$ cat config.mk
export PLATFORM = sky130hd
export DESIGN_NAME = alarm_ctrl_multi
export DESIGN_NICKNAME = d
export VERILOG_FILES = /design/src/rtl/alarm_pkg.sv /design/src/rtl/alarm_ctrl_multi_match.sv /design/src/rtl/alarm_ctrl_multi.sv
export SDC_FILE = /design/constraint.sdc
export NUM_CORES = 1
export LEC_CHECK = 0
export ABC_AREA = 1
export BUFFER_PORTS_ARGS = -buffer_cell sky130_fd_sc_hd__buf_2
export CAP_MARGIN = 10
export CORE_MARGIN = 3
export CORE_UTILIZATION = 54
export CTS_BUF_LIST = sky130_fd_sc_hd__clkbuf_8
export CTS_CLUSTER_DIAMETER = 200
export CTS_CLUSTER_SIZE = 30
export DETAILED_ROUTE_END_ITERATION = 10
export PLACE_DENSITY = 0.8
export SLEW_MARGIN = 30
export SYNTH_ARGS = -nofsm -noshare
export SYNTH_HDL_FRONTEND = slang
export SYNTH_SLANG_ARGS = --single-unit
export TNS_END_PERCENT = 30
$ cat constraint.sdc
create_clock -name clk -period 2.7 [get_ports clk]
set_clock_uncertainty 0.05 [all_clocks]
set_input_delay 0.405 -clock clk [delete_from_list [all_inputs] [get_ports clk]]
set_output_delay 0.405 -clock clk [all_outputs]
set_load 0.05 [all_outputs]
$ cat src/rtl/alarm_pkg.sv
// Shared types, default widths and the slot-extraction helper for the alarm block.
package alarm_pkg;

    localparam int unsigned DEF_DIGIT_W = 4;
    localparam int unsigned DEF_DIGITS  = 4;
    localparam int unsigned DEF_TIME_W  = DEF_DIGIT_W * DEF_DIGITS;

    // Upper bounds for the generic slot extractor; callers zero-extend into this width.
    localparam int unsigned MAX_SLOTS  = 16;
    localparam int unsigned MAX_TIME_W = 32;

    typedef enum logic [1:0] {
        StIdle,
        StRinging,
        StSnoozed
    } alarm_state_e;

    // Returns slot idx (time_w bits wide, zero-padded) from a packed slot vector.
    function automatic logic [MAX_TIME_W-1:0] slot_of(
        input logic [MAX_SLOTS*MAX_TIME_W-1:0] slots,
        input int unsigned                     idx,
        input int unsigned                     time_w
    );
        logic [MAX_SLOTS*MAX_TIME_W-1:0] sh;
        logic [MAX_TIME_W-1:0]           r;
        sh = slots >> (idx * time_w);
        r  = '0;
        for (int unsigned b = 0; b < MAX_TIME_W; b++) begin
            if (b < time_w) r[b] = sh[b];
        end
        return r;
    endfunction

endpackage

$ cat src/rtl/alarm_ctrl_multi_match.sv
// Per-slot comparators, match history and rising-edge trigger with lowest-index priority.
module alarm_ctrl_multi_match #(
    parameter int unsigned NUM_ALARMS = 4,
    parameter int unsigned TIME_W     = 16,
    parameter int unsigned SEL_W      = 2
) (
    input  logic                         clk,
    input  logic                         reset,
    input  logic [TIME_W-1:0]            current_time,
    input  logic [NUM_ALARMS*TIME_W-1:0] alarm_time,
    input  logic [NUM_ALARMS-1:0]        alarm_en,
    output logic                         trig_any,
    output logic [SEL_W-1:0]             trig_idx
);

    logic [NUM_ALARMS-1:0] match;
    logic [NUM_ALARMS-1:0] match_q;
    logic [NUM_ALARMS-1:0] trig;

    // Live equality of each enabled slot against the current time.
    always_comb begin
        match = '0;
        for (int i = 0; i < NUM_ALARMS; i++) begin
            match[i] = alarm_en[i] && (current_time == alarm_time[i*TIME_W +: TIME_W]);
        end
    end

    // Only a fresh match fires, so a dismissed alarm stays quiet for the rest of its minute.
    assign trig = match & ~match_q;

    // Lowest set index wins: scan downwards so the last hit is the smallest.
    always_comb begin
        trig_any = |trig;
        trig_idx = '0;
        for (int i = NUM_ALARMS - 1; i >= 0; i--) begin
            if (trig[i]) trig_idx = SEL_W'(i);
        end
    end

    // Match history for edge detection.
    always_ff @(posedge clk) begin
        if (reset) match_q <= '0;
        else       match_q <= match;
    end

endmodule

$ cat src/rtl/alarm_ctrl_multi.sv
// Multi-slot alarm controller: display mux, ring/snooze/timeout FSM and buzzer drive.
module alarm_ctrl_multi
    import alarm_pkg::*;
#(
    parameter  int unsigned DIGIT_W          = DEF_DIGIT_W,
    parameter  int unsigned DIGITS           = DEF_DIGITS,
    parameter  int unsigned NUM_ALARMS       = 4,
    parameter  int unsigned SNOOZE_MIN       = 9,
    parameter  int unsigned RING_TIMEOUT_MIN = 5,
    localparam int unsigned TIME_W           = DIGIT_W * DIGITS,
    localparam int unsigned SEL_W            = (NUM_ALARMS > 1) ? $clog2(NUM_ALARMS) : 1
) (
    input  logic                         clk,
    input  logic                         reset,
    input  logic [TIME_W-1:0]            current_time,
    input  logic [NUM_ALARMS*TIME_W-1:0] alarm_time,
    input  logic [NUM_ALARMS-1:0]        alarm_en,
    input  logic                         show_alarm,
    input  logic [SEL_W-1:0]             alarm_sel,
    input  logic                         tick_min,
    input  logic                         snooze,
    input  logic                         alarm_off,
    output logic [TIME_W-1:0]            display_time,
    output logic                         sound_alarm,
    output logic [SEL_W-1:0]             active_alarm,
    output logic                         snoozed
);

    localparam int unsigned RING_W = $clog2(RING_TIMEOUT_MIN + 1);
    localparam int unsigned SNZ_W  = $clog2(SNOOZE_MIN + 1);

    logic                            trig_any;
    logic [SEL_W-1:0]                trig_idx;
    logic [MAX_SLOTS*MAX_TIME_W-1:0] slots_ext;
    logic [TIME_W-1:0]               disp_d, disp_q;
    alarm_state_e                    state_d, state_q;
    logic [SEL_W-1:0]                act_d, act_q;
    logic [RING_W-1:0]               ring_d, ring_q;
    logic [SNZ_W-1:0]                snz_d, snz_q;
    logic                            sound_q, snoozed_q;
    int unsigned                     sel_u;

    alarm_ctrl_multi_match #(
        .NUM_ALARMS (NUM_ALARMS),
        .TIME_W     (TIME_W),
        .SEL_W      (SEL_W)
    ) u_match (
        .clk          (clk),
        .reset        (reset),
        .current_time (current_time),
        .alarm_time   (alarm_time),
        .alarm_en     (alarm_en),
        .trig_any     (trig_any),
        .trig_idx     (trig_idx)
    );

    // Display source select; an out-of-range slot index falls back to the live time.
    always_comb begin
        slots_ext = '0;
        slots_ext[NUM_ALARMS*TIME_W-1:0] = alarm_time;
        sel_u  = 32'(alarm_sel);
        disp_d = current_time;
        if (show_alarm && (sel_u < NUM_ALARMS)) begin
            disp_d = TIME_W'(slot_of(slots_ext, sel_u, TIME_W));
        end
    end

    // Next-state logic: dismiss beats snooze beats timeout; losing the active enable dismisses.
    always_comb begin
        state_d = state_q;
        act_d   = act_q;
        ring_d  = ring_q;
        snz_d   = snz_q;
        unique case (state_q)
            StIdle: begin
                if (trig_any) begin
                    state_d = StRinging;
                    act_d   = trig_idx;
                    ring_d  = '0;
                end
            end
            StRinging: begin
                if (!alarm_en[act_q] || alarm_off) begin
                    state_d = StIdle;
                end else if (snooze) begin
                    state_d = StSnoozed;
                    snz_d   = SNZ_W'(SNOOZE_MIN);
                end else if (tick_min) begin
                    ring_d = ring_q + 1'b1;
                    if (ring_d == RING_W'(RING_TIMEOUT_MIN)) state_d = StIdle;
                end
            end
            StSnoozed: begin
                if (!alarm_en[act_q] || alarm_off) begin
                    state_d = StIdle;
                end else if (trig_any && (trig_idx != act_q)) begin
                    state_d = StRinging;
                    act_d   = trig_idx;
                    ring_d  = '0;
                end else if (tick_min) begin
                    if (snz_q == SNZ_W'(1)) begin
                        state_d = StRinging;
                        ring_d  = '0;
                    end else begin
                        snz_d = snz_q - 1'b1;
                    end
                end
            end
            default: state_d = StIdle;
        endcase
    end

    // State, counters and registered output decodes of the next state.
    always_ff @(posedge clk) begin
        if (reset) begin
            state_q   <= StIdle;
            act_q     <= '0;
            ring_q    <= '0;
            snz_q     <= '0;
            disp_q    <= '0;
            sound_q   <= 1'b0;
            snoozed_q <= 1'b0;
        end else begin
            state_q   <= state_d;
            act_q     <= act_d;
            ring_q    <= ring_d;
            snz_q     <= snz_d;
            disp_q    <= disp_d;
            sound_q   <= (state_d == StRinging);
            snoozed_q <= (state_d == StSnoozed);
        end
    end

    assign display_time = disp_q;
    assign sound_alarm  = sound_q;
    assign active_alarm = act_q;
    assign snoozed      = snoozed_q;

endmodule

==> metrics.md, run 1 <==
| Metric | Value |
|---|---|
| Outcome | `complete, no violations` |
| Sequential power share | `0.349` |
| Worst slew margin | `0.638` |
| Main flop type after synthesis | `dfxtp_1` |
| Diode count | `0` |
| Post-route ant nets | `0` |
| Core Footprint | `0.00639 mm2` |
| Cells after DPL | `831` |
| Most frequent cells in the layout | `176 x nand2_1, 111 x buf_2, 103 x inv_1` |
| Worst Path Required | `~2.8 ns` |
| DR vias/cell | `5.57` |
| Gpl congestion | `~0.95` |
| CTS tree | `yes` |
| Via count | `around 4700` |
| Mapped Cells | `between 600 and 700` |
| Commonest non-fill, non-tap cell in the layout | `nand2_1` |
| Layout cells sized above 1 | `0.193` |
| Hold Path Stages | `3` |
| CP Cell Sequence | `inv_1 > a21oi_1 > o21ai_0 > nand2_1 > inv_1 > nor2_4 > inv_1 > nor2_1 > inv_1 > a211oi_4 > o211ai_2 > nand2_1 > nor2_1` |
| Cell mode on critical path | `inv_1` |
| Int Power | `between 0.0008 and 0.0009 W` |
| Max_cap viols | `0` |
| Row count | `29` |
| Minimum hold slack | `0.387 ns` |
| Post-CTS setup buffers | `0` |
| Chip height | `slightly below 90 um` |
| Hold buffers post-CTS | `0` |
| Placed Area | `roughly 0.0042 mm2` |
| Syn-to-layout area delta | `18.9%` |
| Pin count of the biggest net entering global routing | `34` |
| 1st-pass router iterations | `5` |
| DIE AREA | `between 0.007 and 0.008 mm2` |
| Post-CTS sizing | `0` |
| #FFs+latches synth | `33` |
| Sw frac | `0.410` |
| Leakage | `about 2.4 nW` |
| Worst-Margin Slew | `0.542 ns` |
| Total grt overflow | `0` |
| Post-layout min period | `2.23 ns` |
| Initial Utilization | `0.559` |
| Clock Path Buffers | `2` |
| Post-route DRC | `0` |
| Hold Violations, Final | `0` |
| Clk Latency, worst-skew pair | `approximately 0.3 ns` |
| R2R depth | `13` |
| Logic pwr share | `0.379` |
| Die Wd | `87.3 um` |
| Port bufs | `111` |
| PwrDens | `~340 mW/mm2` |
| RSZ-0062 raised after global routing | `no` |
| CTS HTree Levels | `2` |
| Slowest CP cell | `dfxtp_1` |
| Final wirelength | `approximately 13000 um` |
| WP data arrival | `about 2.4 ns` |
| Number of global-route vias before repair | `approximately 4200` |
| Switching power | `0.000599 W` |
| Initial antenna violation count | `0` |
| Fin cells | `839` |
| Initial drt markers | `344` |
| Fillers | `658` |
| Achievable frequency | `0.449 GHz` |
| Seq/Total Area, Yosys | `0.185` |
| Synth warn | `0` |
| Asr flop ratio synth | `0` |
| Mean Syn Cell Area | `5.42 um2` |
| Root buf cell | `clkbuf_8` |
| Layout Nets | `about 860` |
| Final setup viols | `0` |
| Setup TNS | `0 ns` |
| Max stage delay on crit path | `around 0.42 ns` |
| Hold/Removal Path Class | `input pin to flop` |
| Mapped cell area | `~0.0036 mm2` |
| Clock buffer count from CTS | `5` |
| Hpwl dp | `10600 um` |
| I/O pin total | `about 110` |
| Design area | `0.00425 mm2` |
| Syn nets | `755` |
| CTS clk-pin slew, worst paths | `about 0.080 ns` |
| Clk pwr share | `0.273` |
| Clock sink count | `33` |
| Crit Path Class | `flop to flop` |
| Number of distinct library cells after synthesis | `39` |
| Final worst path period share | `0.825` |
| Slew Viols, Final | `0` |
| Crit-path max FO | `8` |
| CP startpoint kind | `flop` |
| Worst VDD drop | `between 200 and 300 uV` |
| GRT Util Overall | `0.334` |
| Worst setup EP type | `flop` |
| Mean routed wirelength per cell | `15.4 um` |
| Global-route wire length before repair | `a little under 20000 um` |
| Post-synth EDFFs | `0` |
==> per-layer routing <==
layer  global-route usage  vias up  share of wire
li1                     -     2302              -
met1                0.427     2061           0.41
met2                0.540      263           0.45
met3               0.0624       48          0.099
met4                0.152        0          0.040
met5                    0        -              0
==> stage by stage <==
step                      setup slack (ns)   util  power (W)
after CTS                            0.508  0.665    0.00146
after global placement               0.388  0.651    0.00105
after detailed placement             0.349  0.651    0.00106
after floorplan                      0.447      -   0.000858
final                                0.474  0.665    0.00146
after global routing                 0.301  0.665    0.00154
==> cells by family after synthesis <==
kind of cell	share of synthesized area
simple gates	0.417
buf+inv	0.145
compound gates	0.193
flops	0.185
xor+xnor	0.0466
fa+ha+maj	0.0140
==> synthesized netlist by cell type, types with 4 or more instances <==
library cell | n | area, um2
buf_2 | 4 | 20.0
nand3_1 | 37 | 185
nor2_1 | 92 | 345
nand2_1 | 176 | 661
o21ai_0 | 56 | 280
nand3b_1 | 5 | 37.5
nand4_1 | 18 | 113
a21oi_1 | 44 | 220
inv_1 | 103 | 387
o211ai_1 | 11 | 82.6
clkbuf_1 | 13 | 48.8
inv_2 | 9 | 33.8
ha_1 | 4 | 50.1
xnor2_1 | 16 | 140
dfxtp_1 | 33 | 661
==> sequential cells by signal, indices dropped and copies added (netlist names) <==
| name | flops |
|---|---|
| active_alarm | 2 |
| display_time | 16 |
| ring_q | 3 |
| snoozed | 1 |
| snz_q | 4 |
| sound_alarm | 1 |
| state_q | 2 |
| u_match.match_q | 4 |
==> layout make-up <==
class | count | area [um2] | area share
Multi-Input combinational cell | 493 | 2390 | 0.564
Tap cell | 77 | 96.3 | 0.0227
Sequential cell | 33 | 661 | 0.156
Clock buffer | 5 | 68.8 | 0.0162
Timing Repair Buffer | 115 | 586 | 0.138
Inverter | 113 | 424 | 0.0999
Clock inverter | 3 | 17.5 | 0.00412
==> worst paths after layout <==
kind	startpoint	end	slack [ns]
hold reg to reg	ring_q[1]	ring_q[1]	0.45
hold / removal	snooze	snoozed	0.39
setup / recovery	active_alarm[0]	snz_q[1]	0.47
setup reg to reg	active_alarm[0]	snz_q[1]	0.47
==> worst max-delay path: cells and delay by family (launching register included) <==
kind | cells | cell delay (ns)
flops | 1 | 0.42
compound gates | 4 | 0.75
buf+inv | 4 | 0.36
simple gates | 5 | 0.54
==> power groups by stage <==
| stage | registers [W] | logic [W] | clock network (W) |
|---|---|---|---|
| after detailed placement | 0.000521 | 0.000539 | 0 |
| after floorplan | 0.000588 | 0.000270 | 0 |
| after global placement | 0.000520 | 0.000534 | 0 |
| after CTS | 0.000510 | 0.000542 | 0.000403 |
| after global routing | 0.000511 | 0.000604 | 0.000426 |
| final | 0.000510 | 0.000553 | 0.000398 |
(Power assumes the default switching activity.)
==> inputs of run 2 (changes only) <==
clock period = 2.1 ns   (was 2.7 ns; I/O delays follow)
==> metrics.md, run 2 (synthesized netlist as in run 1, its figures left out) <==
| Metric | Value |
|---|---|
| CP startpoint kind | `input pin (was flop)` |
| Post-route ant nets | `0 (unchanged)` |
| Layout cells sized above 1 | `0.249 (was 0.193)` |
| M1 WL | `5550 um (was 5370 um)` |
| PwrDens | `452 mW/mm2 (was 344 mW/mm2)` |
| CTS tree | `yes (unchanged)` |
| Leakage | `2.58 nW (was 2.38 nW)` |
| CTS clk-pin slew, worst paths | `0.08 ns (about the same)` |
| Post-route DRC | `0 (unchanged)` |
| Wire length on met3 | `1690 um (was 1280 um)` |
| WP data arrival | `2.22 ns (was 2.37 ns)` |
| Max reg flops | `16 (unchanged)` |
| I/O pin total | `112 (unchanged)` |
| Commonest non-fill, non-tap cell in the layout | `nand2_1 (unchanged)` |
| Initial antenna violation count | `0 (unchanged)` |
| Setup WS pre-CTS | `-0.220 ns (was 0.349 ns)` |
| Diode count | `0 (unchanged)` |
| Setup slack after layout | `0.0758 ns (was 0.474 ns)` |
| GRT Util Overall | `0.355 (was 0.334)` |
| Achievable frequency | `approximately 0.5 GHz` |
| Final wirelength | `13900 um (was 13000 um)` |
| Final setup viols | `0 (unchanged)` |
| Core Footprint | `0.00639 mm2 (unchanged)` |
| Cell mode on critical path | `nand2_1 (was inv_1)` |
| Clock buffer count from CTS | `5 (unchanged)` |
| Worst VDD drop | `373 uV (was 254 uV)` |
| Via count | `4953 (was 4674)` |
| Clk Latency, worst-skew pair | `0.31 ns (was 0.30 ns)` |
| Slew Viols, Final | `0 (unchanged)` |
| DIE AREA | `0.00762 mm2 (unchanged)` |
| Max_cap viols | `0 (unchanged)` |
| Mean routed wirelength per cell | `15.8 um (was 15.4 um)` |
| Worst slew margin | `0.620 (was 0.638)` |
| Chip height | `87.3 um (unchanged)` |
| Row count | `29 (unchanged)` |
| Slowest CP cell | `nor2_1 (was dfxtp_1)` |
| Hold/Removal Path Class | `input pin to flop (unchanged)` |
| Layout Nets | `894 (was 857)` |
| Routed met2 length | `6100 um (was 5780 um)` |
| Hold Violations, Final | `0 (unchanged)` |
| Syn-to-layout area delta | `29.6% (was 18.9%)` |
| Initial Utilization | `0.559 (unchanged)` |
| Max stage delay on crit path | `0.20 ns (was 0.42 ns)` |
| Total grt overflow | `0 (unchanged)` |
| Port bufs | `111 (unchanged)` |
| Post-layout min period | `about 2 ns` |
| Gpl congestion | `1.01 (was 0.952)` |
| RSZ-0062 raised after global routing | `yes (was no)` |
| DR vias/cell | `5.65 (was 5.57)` |
| Worst Path Required | `2.29 ns (was 2.84 ns)` |
| CTS HTree Levels | `2 (unchanged)` |
| Outcome | `complete, no violations (unchanged)` |
| Pin count of the biggest net entering global routing | `34 (unchanged)` |
| Global-route wire length before repair | `21200 um (was 19900 um)` |
| Top sig layer | `met4 (unchanged)` |
| Final worst path period share | `0.964` |
| Die Wd | `87.3 um (unchanged)` |
| 1st-pass router iterations | `5 (unchanged)` |
| R2r setup slk | `0.15 ns (was 0.47 ns)` |
| Number of global-route vias before repair | `4411 (was 4230)` |
| Clock sink count | `33 (unchanged)` |
| Worst-Margin Slew | `0.569 ns (was 0.542 ns)` |
| Most frequent cells in the layout | `175 x nand2_1, 109 x buf_2, 99 x inv_1 (was 176 x nand2_1, 111 x buf_2, 103 x inv_1)` |
| Root buf cell | `clkbuf_8 (unchanged)` |
| CP Cell Sequence | `clkbuf_4 > inv_2 > nand2_1 > nand2_1 > nor2_1 > nand2_1 > nor2_1 > nand4_1 > nand2_2 > inv_2 > nand2_2 > nand2_1 > nand2_1 > nand3_2 > nand2_4 > nand2_2 > nand3_2 > nand2_1 > a21oi_2 (was inv_1 > a21oi_1 > o21ai_0 > nand2_1 > inv_1 > nor2_4 > inv_1 > nor2_1 > inv_1 > a211oi_4 > o211ai_2 > nand2_1 > nor2_1)` |
| Initial drt markers | `525 (was 344)` |
| Crit Path Class | `input pin to flop (was flop to flop)` |
| Clock Path Buffers | `2 (unchanged)` |
| Worst setup EP type | `flop (unchanged)` |
| Crit-path max FO | `7 (was 8)` |
| Hold buffers post-CTS | `0 (unchanged)` |
| Hpwl dp | `11000 um (was 10600 um)` |
| Minimum hold slack | `0.311 ns (was 0.387 ns)` |
[run 2: cell count changes in the layout (fill, tap and decap cells not counted), sizes merged]
cell	previous run	this run
buf	115	150
bufinv	0	1
clkbuf	5	7
clkinv	3	2
[run 2: per-stage QoR]
| stage | utilization | TNS, ns | instances | cell area [um2] | total power, W |
|---|---|---|---|---|---|
| after floorplan | - | 0 | 659 | 3570 | 0.00110 |
| after global placement | 0.691 | -1.18 | 863 | 4420 | 0.00141 |
| after global routing | 0.725 | -0.180 | 876 | 4630 | 0.00219 |
| after detailed placement | 0.691 | -1.90 | 863 | 4420 | 0.00142 |
| final | 0.725 | 0 | 876 | 4630 | 0.00209 |
| after CTS | 0.709 | 0 | 871 | 4530 | 0.00206 |
[run 2: worst max-delay path, delay by kind of cell]
family	cells	cell delay, ns
AO/OA/AOI/OAI	1	0.10
buffers and inverters	3	0.30
AND/OR/NAND/NOR	15	1.52
[run 2: final timing paths]
check | startpoint | endpoint | cells after the start
min reg2reg | ring_q[2] | ring_q[2] | 2
max | current_time[5] | ring_q[2] | 19
min | snooze | snoozed | 3
max reg2reg | active_alarm[1] | snz_q[2] | 13
[run 2: layer usage]
| layer | GRT usage | vias to the layer above |
|---|---|---|
| met1 | 0.477 | 2193 |
| li1 | - | 2372 |
| met3 | 0.0747 | 47 |
| met4 | 0.134 | 0 |
| met2 | 0.555 | 341 |
| met5 | 0 | - |
[run 2: timing repair]
action                     CTS  global route
setup buffers                0             5
setup endpoints to repair    0            11
gates resized for setup      0            20
[run 2: layout make-up]
type,instances,area (um2)
Clock buffer,5,68.8
Sequential cell,33,666
Timing Repair Buffer,152,881
Fill cell,586,1760
Inverter,113,427
Multi-Input combinational cell,493,2440
Clock inverter,3,46.3
Tap cell,77,96.3
[run 2: power by group]
| part | internal [W] | switching, W | total (W) |
|---|---|---|---|
| clock | 0.000356 | 0.000300 | 0.000656 |
| sequential | 0.000648 | 0.00000517 | 0.000653 |
| combinational | 0.000277 | 0.000507 | 0.000784 |
